File: config.mk
export PLATFORM = sky130hd
export DESIGN_NAME = aes_encipher_core
export DESIGN_NICKNAME = d
export VERILOG_FILES = /design/src/rtl/aes_pkg.sv /design/src/rtl/aes_sbox.sv /design/src/rtl/aes_encipher_core.sv
export SDC_FILE = /design/constraint.sdc
export NUM_CORES = 2
export LEC_CHECK = 0
export CORE_AREA = 3 3 648 650
export CTS_CLUSTER_DIAMETER = 100
export DETAILED_ROUTE_END_ITERATION = 7
export DIE_AREA = 0 0 651 653
export MAX_ROUTING_LAYER = met4
export PLACE_DENSITY_LB_ADDON = 0.15
export SYNTH_ARGS = -nofsm -noshare
export SYNTH_HDL_FRONTEND = slang
export SYNTH_SLANG_ARGS = --single-unit
File: constraint.sdc
create_clock -name clk -period 5.7 [get_ports clk]
set_input_delay 1.14 -clock clk [delete_from_list [all_inputs] [get_ports clk]]
set_output_delay 1.14 -clock clk [all_outputs]
set_load 0.03 [all_outputs]
File: src/rtl/aes_pkg.sv
// AES-128 shared definitions: round count, FSM encoding and the
// GF(2^8) / byte-permutation helpers used by the encipher datapath.
// Contents:
//   NR          number of rounds (AES-128)
//   aes_state_e IDLE / ROUND / DONE
//   xtime       multiply by x in GF(2^8), poly 0x11b
//   mix_column  MixColumns on one 32-bit column (row0 in [31:24])
//   shift_rows  ShiftRows on a 128-bit state (byte0 in [127:120])
package aes_pkg;

    localparam int NR = 10;

    typedef enum logic [1:0] {
        IDLE  = 2'd0,
        ROUND = 2'd1,
        DONE  = 2'd2
    } aes_state_e;

    function automatic logic [7:0] xtime(input logic [7:0] b);
        return {b[6:0], 1'b0} ^ (b[7] ? 8'h1b : 8'h00);
    endfunction

    function automatic logic [31:0] mix_column(input logic [31:0] c);
        logic [7:0] a0, a1, a2, a3;
        logic [7:0] b0, b1, b2, b3;
        a0 = c[31:24];
        a1 = c[23:16];
        a2 = c[15:8];
        a3 = c[7:0];
        // 3*x is expressed as xtime(x) ^ x
        b0 = xtime(a0) ^ xtime(a1) ^ a1 ^ a2 ^ a3;
        b1 = a0 ^ xtime(a1) ^ xtime(a2) ^ a2 ^ a3;
        b2 = a0 ^ a1 ^ xtime(a2) ^ xtime(a3) ^ a3;
        b3 = xtime(a0) ^ a0 ^ a1 ^ a2 ^ xtime(a3);
        return {b0, b1, b2, b3};
    endfunction

    // Byte (r,c) lives at index r+4c; row r rotates left by r columns.
    function automatic logic [127:0] shift_rows(input logic [127:0] s);
        logic [127:0] o;
        o = '0;
        for (int c = 0; c < 4; c++) begin
            for (int r = 0; r < 4; r++) begin
                o[127-8*(r+4*c) -: 8] = s[127-8*(r+4*((c+r)%4)) -: 8];
            end
        end
        return o;
    endfunction

endpackage

File: src/rtl/aes_sbox.sv
// Combinational AES forward S-box, one byte in, one byte out.
// Ports: a (input byte), y (substituted byte).
module aes_sbox (
    input  logic [7:0] a,
    output logic [7:0] y
);

    localparam logic [0:255][7:0] SBOX = {
        128'h637c777bf26b6fc53001672bfed7ab76,
        128'hca82c97dfa5947f0add4a2af9ca472c0,
        128'hb7fd9326363ff7cc34a5e5f171d83115,
        128'h04c723c31896059a071280e2eb27b275,
        128'h09832c1a1b6e5aa0523bd6b329e32f84,
        128'h53d100ed20fcb15b6acbbe394a4c58cf,
        128'hd0efaafb434d338545f9027f503c9fa8,
        128'h51a3408f929d38f5bcb6da2110fff3d2,
        128'hcd0c13ec5f974417c4a77e3d645d1973,
        128'h60814fdc222a908846eeb814de5e0bdb,
        128'he0323a0a4906245cc2d3ac629195e479,
        128'he7c8376d8dd54ea96c56f4ea657aae08,
        128'hba78252e1ca6b4c6e8dd741f4bbd8b8a,
        128'h703eb5664803f60e613557b986c11d9e,
        128'he1f8981169d98e949b1e87e9ce5528df,
        128'h8ca1890dbfe6426841992d0fb054bb16
    };

    assign y = SBOX[a];

endmodule

File: src/rtl/aes_encipher_core.sv
// Iterative AES-128 encipher, one round per clock, valid/ready on both
// sides. Round keys come straight from the key-expansion block.
// Ports: clk, reset_n (async, active-low), keys_ready,
//   round_key_0..round_key_10, in_valid/in_ready/in_block,
//   out_valid/out_ready/out_block, abort (only with AES_ENC_ABORT_EN).
// Macro AES_ENC_ABORT_EN adds the abort input.
module aes_encipher_core
    import aes_pkg::*;
(
    input  logic         clk,
    input  logic         reset_n,
    input  logic         keys_ready,
    input  logic [127:0] round_key_0,
    input  logic [127:0] round_key_1,
    input  logic [127:0] round_key_2,
    input  logic [127:0] round_key_3,
    input  logic [127:0] round_key_4,
    input  logic [127:0] round_key_5,
    input  logic [127:0] round_key_6,
    input  logic [127:0] round_key_7,
    input  logic [127:0] round_key_8,
    input  logic [127:0] round_key_9,
    input  logic [127:0] round_key_10,
    input  logic         in_valid,
    output logic         in_ready,
    input  logic [127:0] in_block,
`ifdef AES_ENC_ABORT_EN
    input  logic         abort,
`endif
    output logic         out_valid,
    input  logic         out_ready,
    output logic [127:0] out_block
);

    aes_state_e   st_q, st_d;
    logic [3:0]   rnd_q;
    logic [127:0] state_q;
    logic [127:0] out_q;

    logic         abort_i;
    logic         kill;
    logic         last;
    logic         accept;
    logic         step;
    logic         finish;

    logic [127:0] rk;
    logic [127:0] sub;
    logic [127:0] sr;
    logic [127:0] mc;

`ifdef AES_ENC_ABORT_EN
    assign abort_i = abort;
`else
    assign abort_i = 1'b0;
`endif

    assign last = (rnd_q == 4'(NR));

    always_comb begin
        unique case (rnd_q)
            4'd1:    rk = round_key_1;
            4'd2:    rk = round_key_2;
            4'd3:    rk = round_key_3;
            4'd4:    rk = round_key_4;
            4'd5:    rk = round_key_5;
            4'd6:    rk = round_key_6;
            4'd7:    rk = round_key_7;
            4'd8:    rk = round_key_8;
            4'd9:    rk = round_key_9;
            default: rk = round_key_10;
        endcase
    end

    for (genvar g = 0; g < 16; g++) begin : g_sbox
        aes_sbox u_sbox (
            .a (state_q[8*g +: 8]),
            .y (sub[8*g +: 8])
        );
    end

    assign sr = shift_rows(sub);

    always_comb begin
        mc = '0;
        for (int c = 0; c < 4; c++) begin
            mc[127-32*c -: 32] = mix_column(sr[127-32*c -: 32]);
        end
    end

    // State register
    always_ff @(posedge clk or negedge reset_n) begin
        if (!reset_n) st_q <= IDLE;
        else          st_q <= st_d;
    end

    // Output / control decode. Losing the keys only kills an
    // in-flight block; a finished result is still delivered.
    always_comb begin
        kill      = 1'b0;
        in_ready  = 1'b0;
        out_valid = 1'b0;
        unique case (st_q)
            IDLE: begin
                in_ready = keys_ready;
            end
            ROUND: begin
                kill = !keys_ready || abort_i;
            end
            DONE: begin
                kill      = abort_i;
                out_valid = 1'b1;
                in_ready  = keys_ready && out_ready && !abort_i;
            end
            default: begin
                kill = 1'b1;
            end
        endcase
        accept = in_valid && in_ready;
        step   = (st_q == ROUND) && !kill && !last;
        finish = (st_q == ROUND) && !kill && last;
    end

    // Next-state logic
    always_comb begin
        st_d = st_q;
        unique case (st_q)
            IDLE: begin
                if (accept) st_d = ROUND;
            end
            ROUND: begin
                if (kill)      st_d = IDLE;
                else if (last) st_d = DONE;
            end
            DONE: begin
                if (kill)           st_d = IDLE;
                else if (accept)    st_d = ROUND;
                else if (out_ready) st_d = IDLE;
            end
            default: st_d = IDLE;
        endcase
    end

    always_ff @(posedge clk or negedge reset_n) begin
        if (!reset_n) begin
            rnd_q   <= '0;
            state_q <= '0;
            out_q   <= '0;
        end else begin
            if (accept) begin
                state_q <= in_block ^ round_key_0;
                rnd_q   <= 4'd1;
            end else if (step) begin
                state_q <= mc ^ rk;
                rnd_q   <= rnd_q + 4'd1;
            end else if (kill || finish) begin
                rnd_q   <= '0;
            end
            if (finish) out_q <= sr ^ rk;
        end
    end

    assign out_block = out_q;

endmodule
==> parameters.txt <==
Parameter                              Value

Routing
  Residual antenna-violating net count after detailed routing ... 0
  Drt first pass iters ... 8
  DRT iter0 DRCs ... between 15000 and 20000
  Total number of vias ... between 100k and 150k
  Routed wire per std cell ... 46.8 um
  Final WL ... roughly 860 mm
  DR DRC count ... 0
  Number of vias per cell ... between 6 and 7

Final layout
  Nets@finish ... 14200
  Non-filler cells, final ... 18400
  Layout overhead on the synthesized area ... 34.5%
  Fraction of layout instances using a drive strength above 1 ... 0.115

Yosys
  Share of synthesized area occupied by flip-flops and latches ... 0.0838
  Largest cells by area after synthesis ... dfrtp_1 (8.4%), o21ai_0 (6.3%), xnor2_1 (5.6%)
  Netlist Area Pre-Place ... between 70000 and 80000 sq um
  Register bit total from synthesis ... 262
  Cell accounting for the most synthesized area ... dfrtp_1
  Count of mapped cells out of synthesis ... approximately 11000
  Number of nets produced by synthesis ... 13000
  Main synth FF type ... dfrtp_1
  Mean instance size in the synthesized netlist ... 6.94 sq um
  Synth async-reset ratio ... 1.00
  Number of warnings reported in the yosys synthesis log ... 0
  Number of enable flip-flop cells after synthesis ... 0
  Post-synth top area share ... 0.0838
  Distinct cell type count after synthesis ... 128

Run status
  Result of the run ... finished with violations
  Failing checks ... slew limit

Critical path
  Worst Path Class, Setup ... reg2reg
  Delay contributed by the slowest stage of the critical path ... 800 ps
  Crit path max-delay cell type ... ha_1
  Worst setup EP type ... flop
  Crit path arrival time ... 6120 ps
  Critical Path, Cell by Cell ... buf_4 > ha_1 > nand2b_1 > a21oi_1 > o31ai_1 > o211ai_1 > o21a_1 > mux4_2 > xnor2_1 > xnor2_2 > xnor2_1 > buf_4 > o21ai_1
  Crit path required time ... ~6300 ps
  Worst setup SP type ... flop
  Crit-path max FO ... 39

Placed design
  DP Cell Count ... 17800
  Post-detail-place hpwl ... roughly 710 mm
  Routability Congestion ... ~1.1
  Number of I/O port buffers ... 1670

Floorplan
  Initial Util ... 0.189
  Width of the chip ... 651 um
  Area of the core region ... 414000 sq um
  Die height ... roughly 650 um
  Area of the die ... 425000 sq um
  Placement row count ... around 240
  IO Pins ... 1671

Min path
  Hold Path Class ... in2async

STA
  Worst max-slew margin expressed relative to the limit ... -0.00952
  Unrepaired setup endpoints after global routing ... no
  Period utilisation layout ... 0.969
  Worst Skew ... ~58 ps
  Sum Neg Setup Slack ... 0 ps
  Hold Violations, Final ... 0
  Period minus WS final ... 5530 ps
  Final count of pins violating max slew ... 1
  Slew @ Worst Pin ... 1510 ps
  Final setup violation count ... 0
  Peak Freq ... 181 MHz

Clocking
  TritonCTS clock tree ... done
  Clock latency of the later-clocked register in the worst-skew pair ... ~750 ps
  Longest Clk Path Bufs ... 3
  Hold Buf Count CTS ... 0
  TritonCTS Buffers ... 50
  # Post-CTS Setup Buffers ... 0
  Clock transition at the register clock pins on the worst setup and hold paths after CTS ... 60 ps
  Cell at the root of the clock tree ... clkbuf_16
  Sink count of the clock tree ... 262
  Number of H-tree branching levels ... 2
  Gates resized, CTS repair ... 0

Global routing
  All-Layer GR Usage ... 0.393
  Vias in the first global route ... about 100k
  Met3 usage ... 0.125
  Antenna violations before repair ... 377
  Wire length of the first global-routing pass ... 1090 mm
  Met1 usage in global routing ... 0.467
  Global-route congestion overflow total ... 0
  GRT met2 Usage ... 0.567
  Maximum number of pins on one net before global-route repair ... about 140
  Global routing's busiest layer ... met2

Flow run
  Max cap viols ... 0
-- area by class of cell --
type | count | area (sq um)
Clock inverter | 26 | 317
Clock buffer | 68 | 1400
Fill cell | 46300 | 308000
Antenna cell | 437 | 1090
Timing Repair Buffer | 2436 | 23100
Tap cell | 5474 | 6850
Sequential cell | 262 | 6680
Inverter | 162 | 612
Multi-Input combinational cell | 9493 | 65100
-- cells in the final DEF (no fill, tap or decap), types with 61 or more instances in the layout --
cell type / instances
o311ai_0: 135
buf_4: 712
a311oi_1: 164
o211ai_1: 200
o31ai_1: 116
mux2i_1: 92
nor2_1: 657
nand3_1: 429
and3_1: 69
and2_1: 94
dfrtp_1: 202
a221oi_1: 175
or3_1: 61
nor2b_1: 284
mux4_2: 190
a31oi_1: 202
nor3_1: 346
a211oi_1: 200
nand2_1: 1090
or2_2: 84
nand2b_1: 315
ha_1: 235
a22oi_1: 396
clkdlybuf4s50_1: 1669
xnor2_1: 495
o22ai_1: 101
a222oi_1: 114
o21ai_0: 988
a21oi_1: 772
inv_1: 134
xor2_1: 311
diode_2: 437
a21o_1: 64
-- synthesized netlist by cell type (all sizes together), types with 315 or more instances --
library cell	n
nand3	430
nand2b	315
nand2	1092
a22oi	400
clkbuf	684
buf	663
o21ai	1027
nor3	348
xor2	331
xnor2	517
nor2	662
a21oi	782
-- stage by stage --
step / worst slack [ps] / instance area, sq um / hold WS, ps / utilization
after floorplan: 1750 / 78200 / 526 / -
after global placement: 210 / 102000 / 465 / 0.247
after detailed placement: 400 / 102000 / 469 / 0.248
after CTS: 376 / 104000 / 394 / 0.252
after global routing: 320 / 105000 / 395 / 0.254
final: 175 / 105000 / 339 / 0.254
-- cells by family after synthesis --
kind of cell	synth area share
buffers and inverters	0.0870
DFF	0.0838
and+or+nand+nor	0.228
AOI/OAI and AO/OA	0.390
muxes	0.0743
adders and majority gates	0.0376
xor gates and xnor gates	0.0992
-- sequential cells by signal, indices dropped and copies added, names as in the netlist --
register / count
st_q: 2
state_q: 128
rnd_q: 4
out_block: 128
-- critical path, delay by kind of cell (launching register included) --
family                     cells  cell delay (ps)
xor gates and xnor gates       3             1210
and+or+nand+nor                1              300
AOI/OAI and AO/OA              5             1050
buffers and inverters          2              800
DFF                            1              520
adders and majority gates      1              800
muxes                          1              670
-- layer usage --
metal	routed length, um	vias to the layer above
met4	72100	0
li1	-	45500
met3	95900	1367
met5	0	-
met1	331000	55800
met2	359000	7566
-- worst paths after layout --
kind / end / slack (ps) / from / cells after the start
min in group clk: out_block[76] / 480 / out_block[76] / 2
hold / removal: st_q[1] / 340 / reset_n / 1
max in group asynchronous: state_q[86] / 4100 / reset_n / 2
setup / recovery: state_q[1] / 170 / state_q[112] / 13
setup reg to reg: state_q[1] / 170 / state_q[112] / 13
hold reg to reg: out_block[76] / 480 / out_block[76] / 2
Power is left out: the tool's default activity adds up to more than one toggle a clock period on the data nets, which glitch-free logic cannot reach.
